File: src/rtl/instr_prefetch_queue.sv
// Instruction prefetch buffer: issues sequential word fetches and queues returned
// instructions with their PCs; a redirect flushes the queue and drops in-flight data.
module instr_prefetch_queue #(
  parameter int unsigned DEPTH    = 4,
  parameter logic [31:0] RESET_PC = 32'h0000_0000
) (
  input  logic        clk,
  input  logic        rst,
  input  logic        redirect_valid,
  input  logic [31:0] redirect_pc,
  input  logic        stall,
  output logic        instr_valid,
  output logic [31:0] instr,
  output logic [31:0] instr_pc,
  output logic        mem_req,
  output logic [31:0] mem_addr,
  input  logic        mem_gnt,
  input  logic        mem_rvalid,
  input  logic [31:0] mem_rdata
);
  localparam int unsigned PtrW = (DEPTH > 1) ? $clog2(DEPTH) : 1;
  localparam int unsigned CntW = PtrW + 1;

  typedef logic [CntW-1:0] cnt_t;
  typedef logic [PtrW-1:0] ptr_t;

  logic [31:0] fetchPcQ, fetchPcD;
  logic [31:0] respPcQ, respPcD;
  ptr_t        rdPtrQ, rdPtrD;
  ptr_t        wrPtrQ, wrPtrD;
  cnt_t        countQ, countD;
  cnt_t        outstandingQ, outstandingD;
  cnt_t        discardQ, discardD;
  logic [31:0] qInstr [DEPTH];
  logic [31:0] qPc    [DEPTH];

  logic        grant;
  logic        respOk;
  logic        push;
  logic        pop;
  logic [CntW:0] inFlight;
  logic [31:0] redirAligned;
  logic        unusedRedirLow;

  assign unusedRedirLow = ^redirect_pc[1:0];
  assign redirAligned   = {redirect_pc[31:2], 2'b00};

  // Queued plus outstanding is capped at DEPTH, so a push never meets a full queue.
  assign inFlight = {1'b0, countQ} + {1'b0, outstandingQ};
  assign mem_req  = !rst && !redirect_valid && (inFlight < (CntW + 1)'(DEPTH));
  assign mem_addr = fetchPcQ;

  assign instr_valid = (countQ != '0);
  assign instr       = instr_valid ? qInstr[rdPtrQ] : '0;
  assign instr_pc    = instr_valid ? qPc[rdPtrQ] : '0;

  // A response with nothing outstanding is a protocol error and is ignored.
  assign grant  = mem_req && mem_gnt;
  assign respOk = mem_rvalid && (outstandingQ != '0);
  assign push   = respOk && (discardQ == '0) && !redirect_valid;
  assign pop    = instr_valid && !stall && !redirect_valid;

  always_comb begin
    fetchPcD     = fetchPcQ;
    respPcD      = respPcQ;
    rdPtrD       = rdPtrQ;
    wrPtrD       = wrPtrQ;
    countD       = countQ;
    outstandingD = outstandingQ - cnt_t'(respOk);
    discardD     = discardQ;
    if (redirect_valid) begin
      fetchPcD = redirAligned;
      respPcD  = redirAligned;
      rdPtrD   = '0;
      wrPtrD   = '0;
      countD   = '0;
      // Everything still unanswered after this edge was issued before the redirect.
      discardD = outstandingQ - cnt_t'(respOk);
    end else begin
      if (grant) begin
        fetchPcD     = fetchPcQ + 32'd4;
        outstandingD = outstandingQ + cnt_t'(1'b1) - cnt_t'(respOk);
      end
      if (respOk && (discardQ != '0)) begin
        discardD = discardQ - cnt_t'(1'b1);
      end
      if (push) begin
        wrPtrD  = wrPtrQ + ptr_t'(1);
        respPcD = respPcQ + 32'd4;
      end
      if (pop) begin
        rdPtrD = rdPtrQ + ptr_t'(1);
      end
      countD = countQ + cnt_t'(push) - cnt_t'(pop);
    end
  end

  always_ff @(posedge clk or posedge rst) begin
    if (rst) begin
      fetchPcQ     <= RESET_PC;
      respPcQ      <= RESET_PC;
      rdPtrQ       <= '0;
      wrPtrQ       <= '0;
      countQ       <= '0;
      outstandingQ <= '0;
      discardQ     <= '0;
    end else begin
      fetchPcQ     <= fetchPcD;
      respPcQ      <= respPcD;
      rdPtrQ       <= rdPtrD;
      wrPtrQ       <= wrPtrD;
      countQ       <= countD;
      outstandingQ <= outstandingD;
      discardQ     <= discardD;
    end
  end

  // Storage needs no reset: outputs are gated by the count.
  always_ff @(posedge clk) begin
    if (push) begin
      qInstr[wrPtrQ] <= mem_rdata;
      qPc[wrPtrQ]    <= respPcQ;
    end
  end

endmodule

File: config.mk
export PLATFORM = sky130hd
export DESIGN_NAME = instr_prefetch_queue
export DESIGN_NICKNAME = d
export VERILOG_FILES = /design/src/rtl/instr_prefetch_queue.sv
export SDC_FILE = /design/constraint.sdc
export NUM_CORES = 1
export LEC_CHECK = 0
export CORE_ASPECT_RATIO = 1.2
export CORE_UTILIZATION = 52
export CTS_BUF_LIST = sky130_fd_sc_hd__clkbuf_4
export DETAILED_ROUTE_END_ITERATION = 10
export PLACE_DENSITY = 0.8
export SLEW_MARGIN = 20
export SYNTH_ARGS = -nofsm -noshare
export SYNTH_HDL_FRONTEND = slang
export SYNTH_SLANG_ARGS = --single-unit
File: constraint.sdc
create_clock -name clk -period 2.8 [get_ports clk]
set_input_delay 0.28 -clock clk [delete_from_list [all_inputs] [get_ports clk]]
set_output_delay 0.28 -clock clk [all_outputs]
set_load 0.02 [all_outputs]
# Word-level counts from Yosys, hierarchy flattened
# Memories as Yosys holds them, arrays and structs flattened.
# Cells that the tools add are included.
# totals
reg_bits,77
ramBits,256
in_bits,70
output_inout_bits,98
wordCells,58
mem_count,2
# mem_list
memory,words,width,read_ports,rd_ports_with_merged_regs,write_ports,line_no,source
qInstr,4,32,1,0,1,34,logic [31:0] qInstr [DEPTH];
qPc,4,32,1,0,1,35,logic [31:0] qPc [DEPTH];
# op_classes
addsub,11
magnitude_cmp,1
mux,17
reduce_logical,20
# op_table
op,count
2-to-1 mux 32 bit,6
"adder 32 x 3 -> 32 bit, second input constant",2
2-to-1 mux 3 bit,5
logical AND 1 bit,9
nonzero test 3 bit,3
subtractor 3 x 1 -> 3 bit,3
2-to-1 mux 2 bit,4
nonzero test 2 bit,4
"adder 2 x 1 -> 2 bit, second input constant",2
adder 3 x 3 -> 4 bit,1
"less-than comparator 4 x 3 -> 1 bit, second input constant",1
adder 3 x 1 -> 3 bit,1
"adder 3 x 1 -> 3 bit, second input constant",1
zero test 1 bit,3
zero test 3 bit,1
"subtractor 3 x 1 -> 3 bit, second input constant",1
2-to-1 mux 1 bit,2

# Logic depth before layout (Yosys ltp)
# Gate-level depths: netlist (run 1).
# logic_depth
word_depth,7
ltp_mapped,12
depth_no_buf,12

# Worst setup path before layout (run 1)
# No wires, ideal clock.
# synth_timing
kind,register to register
startpoint,register discardQ[0]
endpoint,"memory qInstr[1][0], enable pin"
setup_ps,426
arrival_time_ps,2582
required_time_ps,2374
path_slack_ps,-208
path_stages_with_launch,6
path_buffers,0
period_less_slack_ps,3008
path_cell_list,dfrtp_1 -> inv_1 -> ha_1 -> nand2b_1 -> nor3_1 -> and2_1
# synth_between
elab_chain_len,5
# synth_rtl
item,line_no,source
"start, declared",33,"cnt_t discardQ, discardD;"
"start signal, assigned",114,discardQ <= discardD;
zero test 3 bit,60,assign push = respOk && (discardQ == '0) && !redirect_valid;
logical AND 1 bit (2 in series),60,
2-to-1 mux 1 bit,120,if (push) begin
2-to-1 mux 1 bit (not written as such),121,qInstr[wrPtrQ] <= mem_rdata;
"end, declared",34,
# Every way passes these cells.

# Final worst setup path (run 1)
# layout_timing
startpoint,register rdPtrQ[0]
endpoint,output instr_pc[30]
# layout_between
elab_chain_len,2
# layout_rtl
item,line_no,source
"start, declared",29,"ptr_t rdPtrQ, rdPtrD;"
"start signal, assigned",110,rdPtrQ <= rdPtrD;
memory read (4 x 32 bit),n/a,
2-to-1 mux 32 bit,55,assign instr_pc = instr_valid ? qPc[rdPtrQ] : '0;
"end, declared",14,"output logic [31:0] instr_pc,"
# Every way passes these cells.

==> qor.yml, run 1 <==
swShare_pct: 32.8
fp-row-count: 65
drive_gt1_share_pct: 20.8
die_x_um: 152
grt_pass1_vias: 9122
skew_ps: 66.4
p_per_area_nw_per_um2: 820
async_reset_ff_share_pct: 22.7
fill_cells: 1903
hold_viol_final: 0
syn_area_um2: 14000
grt_max_degree: 67
yosys_most_used_dff: "edfxtp_1"
dpl.cell_count: 1400
end_kind: "output port"
syn_avg_cell_area_um2: 15.1
initial_core_util_pct: 53.2
synth_cell_type_count: 58
fin_crit_sh_pct: 96.3
tritoncts: "built"
antenna_left: 0
status: "finished, final reports clean"
io_buffers: 161
required_ps: 2520
overflow: 0
worst_setup_path_start_kind: "register"
grt_pass1_wl_mm: 48.3
netlist_instances: 927
path_clk_slew_ps: 70
clkLatencyLatePin_ps: 710
layout_setup_ws_ps: 103
path_max_fanout: 13
min_period_ps: 2700
vias: 9219
synth_edf_count: 248
cts_buffer_depth: 3
synth-seq-cells: 321
vdd_drop_max_v: 0.000455
route.detailed.drc: 0
synth-seq-area-share_pct: 66.2
utilization_pct: 65.4
grt_antenna_before_repair: 1
pwr-share-clk_pct: 26.8
setup_viol: 0
p_int_mw: 9.49
routedWlPerCell_um: 19.9
gp_congestion: 0.876
hold_class: "in2reg"
timing_worst_setup_path_type: "reg2out"
final_cells: 1546
crit_chain: "buf_4 -> buf_12 -> mux4_2 -> nor2b_1 -> dlygate4sd2_1"
dp_hpwl_mm: 18.8
max_freq_mhz: 371
grt_setup_unrepaired: "no"
slew_headroom_pct: 40.4
seqPwrFrac_pct: 41.3
syn_to_final_growth_pct: 23.1
numCtsBuffers: 79
maxCapViolCount: 0
crit_path_max_incr_delay_ps: 490
die_area_um2: 27600
comb_power_share_pct: 31.9
root_buffer: "clkbuf_4"
first_iter_violations: 835
cpMaxStageDelayCell: "mux4_2"
switchingPower_mw: 4.64
core_um2: 26400
slew_violations: 0
cellLeakagePower_nw: 6.07
routed_via_density: 5.96
arrival_ps: 2420
boundaryPins: 168
clkSinkCount: 321
routed_wl_mm: 30.8
tightest_slew_ps: 890
total_power_mw: 14.1
dr.pass1.iters: 6
place_ws_ps: 255
finalSetupTns_ps: 0
yosysWarnings: 0
dieHeight_um: 182
finalNetCount: 1244
h-tree-depth: 3
gr-usage-all-layers_pct: 22.4
## critical path, delay by kind of cell (launching register included)
family        cells  cell delay (ps)
buf+inv           3              630
flops             1              480
simple gates      1              160
mux               1              490
## cells in the final DEF (no fill, tap or decap), types with 16 or more instances in the layout
cell,instances
nor2_1,27
ha_1,16
o21ai_0,16
nand2_1,46
nand4_1,24
clkbuf_4,109
a31oi_1,16
o211ai_1,16
or4_1,20
edfxtp_1,248
nor4_1,16
nor2b_1,68
clkdlybuf4s50_1,97
inv_1,27
mux4_2,62
dfrtp_1,71
buf_4,23
dlygate4sd2_1,42
nand3_1,45
## Yosys cell counts (14+ instances only)
| cell | count | area (um^2) |
|---|---|---|
| a21oi_1 | 14 | 70.1 |
| a31oi_1 | 16 | 100 |
| clkbuf_1 | 39 | 146 |
| dfrtp_1 | 73 | 1830 |
| edfxtp_1 | 248 | 7450 |
| ha_1 | 16 | 200 |
| inv_1 | 28 | 105 |
| mux4_2 | 62 | 1400 |
| nand2_1 | 46 | 173 |
| nand3_1 | 45 | 225 |
| nand4_1 | 24 | 150 |
| nor2_1 | 27 | 101 |
| nor2b_1 | 68 | 425 |
| nor4_1 | 16 | 100 |
| o211ai_1 | 16 | 120 |
| o21ai_0 | 16 | 80.1 |
| or4_1 | 20 | 150 |
## layer usage
layer  global-route usage, %  part of all wire [%]  vias to the layer above
met5                       0                     0                        -
met4                    8.68                   1.7                        0
met3                    4.22                   6.9                       56
met2                    37.2                    50                      456
met1                    29.4                    42                     4545
li1                        -                     -                     4162
## final cells by class
cell class | instances | area (um^2) | share of cell area (%)
tap | 335 | 419 | 2.43
antenna | 1 | 2.50 | 0.0145
sequential | 321 | 9280 | 53.8
clock inverter | 25 | 175 | 1.02
timing repair buffer | 200 | 2010 | 11.6
clock buffer | 109 | 818 | 4.75
multi-input combinational | 526 | 4430 | 25.7
inverter | 29 | 109 | 0.631
## worst paths after layout
check | start | endpoint | slack [ps] | cells after the start
setup / recovery | rdPtrQ[0] | instr_pc[30] | 100 | 5
min in group asynchronous | rst | outstandingQ[2] | 600 | 3
setup reg to reg | countQ[1] | mem_addr[13] | 330 | 6
max in group asynchronous | rst | rdPtrQ[0] | 1470 | 4
hold / removal | mem_rdata[10] | qInstr[1][10] | 200 | 1
hold reg to reg | respPcQ[30] | qPc[3][30] | 530 | 0
## registers in the layout, summed over array words and instances (netlist names)
signal,count
qInstr,128
qPc,120
mem_addr,30
respPcQ,30
countQ,3
discardQ,3
outstandingQ,3
rdPtrQ,2
wrPtrQ,2
## power groups by stage
stage                     clock network (mW)  registers [mW]  logic (mW)
after CTS                               3.90            5.84        4.43
after global placement                     0            5.96        4.54
after global routing                    4.13            5.88        4.88
final                                   3.78            5.84        4.51
after floorplan                            0            5.89        2.65
after detailed placement                   0            5.98        4.61
## metrics by stage
step | area [um^2] | hold WS (ps)
finish | 17200 | 201
CTS | 17200 | 116
global route | 17200 | 154
detailed placement | 16200 | 514
floorplan | 14000 | 379
global placement | 16200 | 492
## kinds of logic (layout without fill, tap and decap cells)
| logic type | count (synthesis) | in the layout | synth area share (%) |
|---|---|---|---|
| AOI/OAI and AO/OA | 111 | 111 | 5.61 |
| xor gates and xnor gates | 17 | 17 | 1.06 |
| adders and majority gates | 17 | 17 | 1.57 |
| muxes | 66 | 66 | 10.3 |
| other | 1 | 5 | 0.0268 |
| and+or+nand+nor | 311 | 311 | 12.8 |
| buffers and inverters | 83 | 363 | 2.46 |
| DFF | 321 | 321 | 66.2 |
## repair_timing
action,CTS,global route
hold buffers,2,0
pin swaps,0,1
endpoints found under the setup margin,63,17
gates cloned,0,1
endpoints found under the hold margin,7,0
gates resized for setup,93,9
setup buffers,4,4
Power figures use the tool's default switching activity.
==> run 2, diff against run 1 <==
Settings changed: CTS_CLUSTER_DIAMETER set to 50, CTS_CLUSTER_SIZE set to 24.
==> qor.yml, run 2 (synthesis gave the netlist of run 1 again) <==
io_buffers: 161  # unchanged
initial_core_util_pct: 53.2  # unchanged
maxCapViolCount: 0  # unchanged
grt_pass1_vias: 8591  # was 9122
grt_pass1_wl_mm: 48.1  # was 48.3 mm
path_clk_slew_ps: 190  # was 70 ps
largest_register_ffs: 128  # unchanged
routedWlPerCell_um: 21.0  # was 19.9 um
rrSetupSlack_ps: 400  # was 330 ps
grt_max_degree: 63  # was 67
syn_to_final_growth_pct: 20.7  # was 23.1%
first_iter_violations: 834  # was 835
max_freq_mhz: 369  # was 371 MHz
fill_cells: 1900  # was 1903
core_um2: 26400  # unchanged
dieHeight_um: 182  # unchanged
ff_latch_area_um2: 9280  # about the same
status: "finished, final reports clean"  # unchanged
grt_antenna_before_repair: 1  # unchanged
fin_crit_sh_pct: 96.8  # was 96.3%
min_period_ps: 2710  # was 2700 ps
p_int_mw: 8.58  # was 9.49 mW
cts_buffer_depth: 3  # unchanged
pwr-share-clk_pct: 18.6  # was 26.8%
end_kind: "output port"  # unchanged
slew_violations: 0  # unchanged
overflow: 0  # unchanged
gr-usage-all-layers_pct: 22.3  # was 22.4%
grt_setup_unrepaired: "yes"  # was no
slew_headroom_pct: 39.7  # was 40.4%
tightest_slew_ps: 901  # was 890 ps
swShare_pct: 35.7  # was 32.8%
regMostFlops: "qInstr"  # unchanged
dp_hpwl_mm: 18.8  # unchanged
drive_gt1_share_pct: 21.4  # was 20.8%
worst_setup_path_start_kind: "register"  # unchanged
skew_ps: 40.4  # was 66.4 ps
vdd_drop_max_v: 0.000493  # was 0.000455 V
total_power_mw: 13.3  # was 14.1 mW
place_ws_ps: 255  # unchanged
antenna_left: 0  # unchanged
timing_worst_setup_path_type: "reg2out"  # unchanged
reg.largest.list: "qInstr: 128 flops, qPc: 120 flops"  # unchanged
route.detailed.drc: 0  # unchanged
vias: 8925  # was 9219
comb_power_share_pct: 37.8  # was 31.9%
finalSetupTns_ps: 0  # unchanged
clkLatencyLatePin_ps: 730  # was 710 ps
root_buffer: "clkbuf_4"  # unchanged
switchingPower_mw: 4.76  # was 4.64 mW
boundaryPins: 168  # unchanged
required_ps: 2520  # about the same
h-tree-depth: 1  # was 3
die_x_um: 152  # unchanged
dr.pass1.iters: 6  # unchanged
arrival_ps: 2430  # was 2420 ps
path_max_fanout: 6  # was 13
multiInputGateArea_um2: 4490  # was 4430 um^2
routed_via_density: 6.04  # was 5.96
layout_setup_ws_ps: 88.3  # was 103 ps
mostFrequentLayoutCells: "edfxtp_1 (248), clkdlybuf4s50_1 (97), dfrtp_1 (70)"  # was edfxtp_1 (248), clkbuf_4 (109), clkdlybuf4s50_1 (97)
setup_viol: 0  # unchanged
hold_viol_final: 0  # unchanged
finalNetCount: 1208  # was 1244
clkSinkCount: 321  # unchanged
routed_wl_mm: 31.0  # was 30.8 mm
hold_class: "in2reg"  # unchanged
seqPwrFrac_pct: 43.7  # was 41.3%
tritoncts: "built"  # unchanged
fp-row-count: 65  # unchanged
numCtsBuffers: 27  # was 79
cellLeakagePower_nw: 5.83  # was 6.07 nW
die_area_um2: 27600  # unchanged
final_common_cell: "edfxtp_1"  # unchanged
p_per_area_nw_per_um2: 789  # was 820 nW/um^2
gp_congestion: 0.876  # unchanged
run 2: power by group through the flow:
| stage | Combinational, mW | Clock, mW | Sequential (mW) |
|---|---|---|---|
| 2_1_floorplan | 2.65 | 0 | 5.89 |
| 3_3_place_gp | 4.54 | 0 | 5.96 |
| 3_5_place_dp | 4.61 | 0 | 5.98 |
| 4_1_cts | 4.84 | 2.55 | 5.82 |
| 5_1_grt | 5.40 | 2.72 | 5.87 |
| 6_report | 5.04 | 2.48 | 5.82 |
run 2: routing by layer:
metal  track usage [%]  up-vias  wire [um]
met5                 0        -          0
met4              5.04        0        418
met1              30.9     4420      12800
met3              2.65       34       2090
li1                  -     4049          -
met2              38.1      422      15700
run 2: per-stage QoR:
stage	cells	hold slack, ps	area, um^2	util (%)
after global routing	1478	96.4	16900	64.2
after CTS	1476	83.2	16800	63.8
after floorplan	930	379	14000	-
after detailed placement	1400	514	16200	61.3
after global placement	1400	492	16200	61.3
final	1478	140	16900	64.2
run 2: area by class of cell:
cell class                 instances  share of cell area, %
clock inverter                    23                   1.68
inverter                          29                  0.644
multi-input combinational        526                   26.5
clock buffer                      27                   1.20
timing repair buffer             216                   12.6
sequential                       321                   54.9
tap                              335                   2.48
antenna                            1                 0.0148
run 2: worst max-delay path: stages (launching register included):
cell and delay, ps:
dfrtp_4 530, buf_12 160, buf_12 130, buf_4 150, mux4_2 410, nor2b_1 170, buf_2 170
run 2: final timing paths:
path,startpoint,endpoint,depth (start not counted)
min in group asynchronous,rst,respPcQ[3],3
max reg2reg,mem_addr[2],mem_addr[30],5
min reg2reg,respPcQ[30],qPc[3][30],0
min,redirect_pc[19],respPcQ[19],3
max,rdPtrQ[0],instr_pc[30],6
max in group asynchronous,rst,rdPtrQ[0],4
run 2: what timing repair did:
item	4_1_cts	5_1_grt
hold buffers	2	0
gates cloned	4	1
endpoints found under the setup margin	64	44
pin swaps	0	1
resized for setup	207	74
setup buffers	20	3
endpoints found under the hold margin	27	0
==> run 3, diff against run 2 <==
Settings changed: ABC_AREA set to 1, CORE_UTILIZATION 52 to 53, PLACE_DENSITY 0.8 to 0.81.
==> qor.yml, run 3 <==
initial_core_util_pct: 54.1  # was 53.2%
syn_to_final_growth_pct: 18.5  # was 20.7%
yosys-top-cells-count: "nor2_1 (335), nand2_1 (279), edfxtp_1 (248)"  # was edfxtp_1 (248), dfrtp_1 (73), nor2b_1 (68)
grt_setup_unrepaired: "yes"  # unchanged
tritoncts: "built"  # unchanged
yosysWarnings: 0  # unchanged
use_met3_pct: 4.07  # was 2.65%
overflow: 0  # unchanged
maxCapViolCount: 0  # unchanged
boundaryPins: 168  # unchanged
path_max_fanout: 14  # was 6
synth_top_area_share_pct: 50.6  # was 53.2%
reg.largest.list: "qInstr: 128 flops, qPc: 120 flops"  # unchanged
synth-seq-cells: 321  # unchanged
largest_register_ffs: 128  # unchanged
skew_ps: 57.1  # was 40.4 ps
synth_top_cell_by_area: "edfxtp_1"  # unchanged
dieHeight_um: 184  # was 182 um
root_buffer: "clkbuf_4"  # unchanged
swShare_pct: 40.3  # was 35.7%
gr-usage-all-layers_pct: 26.1  # was 22.3%
h-tree-depth: 1  # unchanged
final_common_cell: "nor2_1"  # was edfxtp_1
p_int_mw: 8.28  # was 8.58 mW
clkSinkCount: 321  # unchanged
routed_wl_mm: 37.1  # was 31.0 mm
drive_gt1_share_pct: 9.25  # was 21.4%
max_freq_mhz: 367  # was 369 MHz
antenna_left: 0  # unchanged
route.detailed.drc: 0  # unchanged
netlist_instances: 1519  # was 927
worst_setup_path_start_kind: "register"  # unchanged
path_clk_slew_ps: 180  # was 190 ps
cts_buffer_depth: 3  # unchanged
min_to: "qInstr[1][12]"  # was respPcQ[19]
vias: 11500  # was 8925
p_per_area_nw_per_um2: 797  # was 789 nW/um^2
r2r_start: "countQ[1]"  # was mem_addr[2]
whs_path_depth: 1  # was 3
rrSetupSlack_ps: 140  # was 400 ps
met1_usage_pct: 33.2  # was 30.9%
setup_viol: 0  # unchanged
required_ps: 2520  # about the same
syn_area_um2: 14700  # was 14000 um^2
synth-seq-area-share_pct: 63.1  # was 66.2%
fp-row-count: 66  # was 65
hold_class: "in2reg"  # unchanged
io_buffers: 161  # unchanged
syn_avg_cell_area_um2: 9.68  # was 15.1 um^2
routed_via_density: 5.60  # was 6.04
numCtsBuffers: 27  # unchanged
async_reset_ff_share_pct: 22.7  # unchanged
hold_start: "mem_rdata[12]"  # was redirect_pc[19]
hold_viol_final: 0  # unchanged
regMostFlops: "qInstr"  # unchanged
grt_pass1_vias: 11000  # was 8591
pwr-share-clk_pct: 18.1  # was 18.6%
grt_pass1_wl_mm: 57.2  # was 48.1 mm
reg2reg_to: "countQ[2]"  # was mem_addr[30]
mostFrequentLayoutCells: "nor2_1 (331), nand2_1 (279), edfxtp_1 (248)"  # was edfxtp_1 (248), clkdlybuf4s50_1 (97), dfrtp_1 (70)
grt_max_degree: 63  # unchanged
vdd_drop_max_v: 0.000455  # was 0.000493 V
clkLatencyLatePin_ps: 760  # was 730 ps
tightest_slew_ps: 587  # was 901 ps
dr.pass1.iters: 8  # was 6
grt_antenna_before_repair: 1  # unchanged
yosys_most_used_dff: "edfxtp_1"  # unchanged
slew_violations: 0  # unchanged
first_iter_violations: 1033  # was 834
timing_worst_setup_path_type: "reg2out"  # unchanged
grt_use_met2_pct: 44.7  # was 38.1%
arrival_ps: 2450  # was 2430 ps
core_um2: 27200  # was 26400 um^2
seqPwrFrac_pct: 43.9  # was 43.7%
gp_congestion: 0.962  # was 0.876
synth_cell_type_count: 38  # was 58
fin_crit_sh_pct: 97.3  # was 96.8%
comb_power_share_pct: 38.0  # was 37.8%
synth_edf_count: 248  # unchanged
finalSetupTns_ps: 0  # unchanged
slew_headroom_pct: 60.8  # was 39.7%
min_period_ps: 2730  # was 2710 ps
dp_hpwl_mm: 23.5  # was 18.8 mm
switchingPower_mw: 5.60  # was 4.76 mW
fill_cells: 2082  # was 1900
critPathLaunch: "rdPtrQ[0]"  # unchanged
die_area_um2: 28400  # was 27600 um^2
cellLeakagePower_nw: 6.74  # was 5.83 nW
die_x_um: 154  # was 152 um
gr-max-usage-layer: "met2"  # unchanged
yosys-top-cells-area: "edfxtp_1 (51%), dfrtp_1 (12%), nor2_1 (8.6%)"  # was edfxtp_1 (53%), dfrtp_1 (13%), mux4_2 (10%)
end_kind: "output port"  # unchanged
reg2reg_depth: 14  # was 5
routedWlPerCell_um: 18.1  # was 21.0 um
total_power_mw: 13.9  # was 13.3 mW
hold_slack_ps: 128  # was 140 ps
synth_most_common_cell: "nor2_1"  # was edfxtp_1
finalNetCount: 1775  # was 1208
status: "finished, final reports clean"  # unchanged
==> run 3: changes by cell type in the layout (fill, tap and decap cells not counted), moves of 61 or more <==
| cell | previous run | this run |
|---|---|---|
| nor2_1 | 27 | 331 |
| nand2_1 | 46 | 279 |
| o21ai_0 | 16 | 162 |
| inv_1 | 27 | 95 |
| mux4_2 | 62 | 0 |
| a21oi_1 | 14 | 75 |
==> run 3: worst max path at each step <==
stage,to,slack [ps],cells past startpoint
2_1_floorplan,qInstr[0][0],-470,9
3_5_place_dp,countQ[2],210,12
3_3_place_gp,countQ[2],250,12
5_1_grt,instr_pc[18],-30,7
4_1_cts,instr_pc[17],20,6
6_report,instr_pc[18],70,7
==> run 3: layout make-up <==
type,count,area [um^2],share of cell area [%]
diodes,1,2.50,0.0144
clock buffers,30,225,1.29
clock inverters,19,275,1.58
inverters,101,397,2.28
multi-input cells,1031,4750,27.3
flip-flops and latches,321,9280,53.2
well taps,340,425,2.44
repair buffers,206,2070,11.9
==> run 3: timing repair <==
item                       CTS  global route
gates resized for setup     89            77
hold buffers                 1             0
cloned                       4             1
hold endpoints to repair    22             0
setup endpoints to repair   64            55
pin swaps                    1             2
setup buffers                8             2
==> run 3: power groups by stage <==
stage	clock network (mW)	logic, mW	registers, mW
final	2.51	5.28	6.10
after floorplan	0	2.93	6.11
after global placement	0	5.02	6.16
after global routing	2.73	5.72	6.15
after CTS	2.55	5.25	6.08
after detailed placement	0	5.15	6.18
==> run 3: metrics by stage <==
stage	cells	setup slack, ps	util [%]	instance area (um^2)
2_1_floorplan	1522	-466	-	14700
3_3_place_gp	1983	252	62.0	16900
3_5_place_dp	1983	209	62.0	16900
4_1_cts	2045	15.8	64.5	17500
5_1_grt	2049	-28.8	64.2	17400
6_report	2049	74.7	64.2	17400
==> run 3: cell families (layout without fill, tap and decap cells) <==
family | count (synthesis) | in the layout | synth area share, %
other | 1 | 5 | 0.0255
buffers and inverters | 170 | 356 | 4.92
XOR/XNOR | 21 | 21 | 1.25
flip-flops | 321 | 321 | 63.1
adder cells (fa/ha/maj) | 17 | 17 | 1.50
AND/OR/NAND/NOR | 730 | 730 | 20.0
multiplexers | 1 | 1 | 0.0766
AO/OA/AOI/OAI | 258 | 258 | 9.20
==> run 3: routing by layer <==
metal  wire (um)  part of all wire, %
met5           0                    0
met3        3310                  8.9
met1       14700                   40
met2       17900                   48
met4        1230                  3.3
==> run 3: critical path, cell delays in order (launching register included) <==
cell             delay (ps)
dfrtp_4                 580
buf_4                   180
buf_16                  150
nor2_1                   50
nor2_1                  120
o21ai_0                 160
a21oi_1                 170
clkdlybuf4s15_2         300
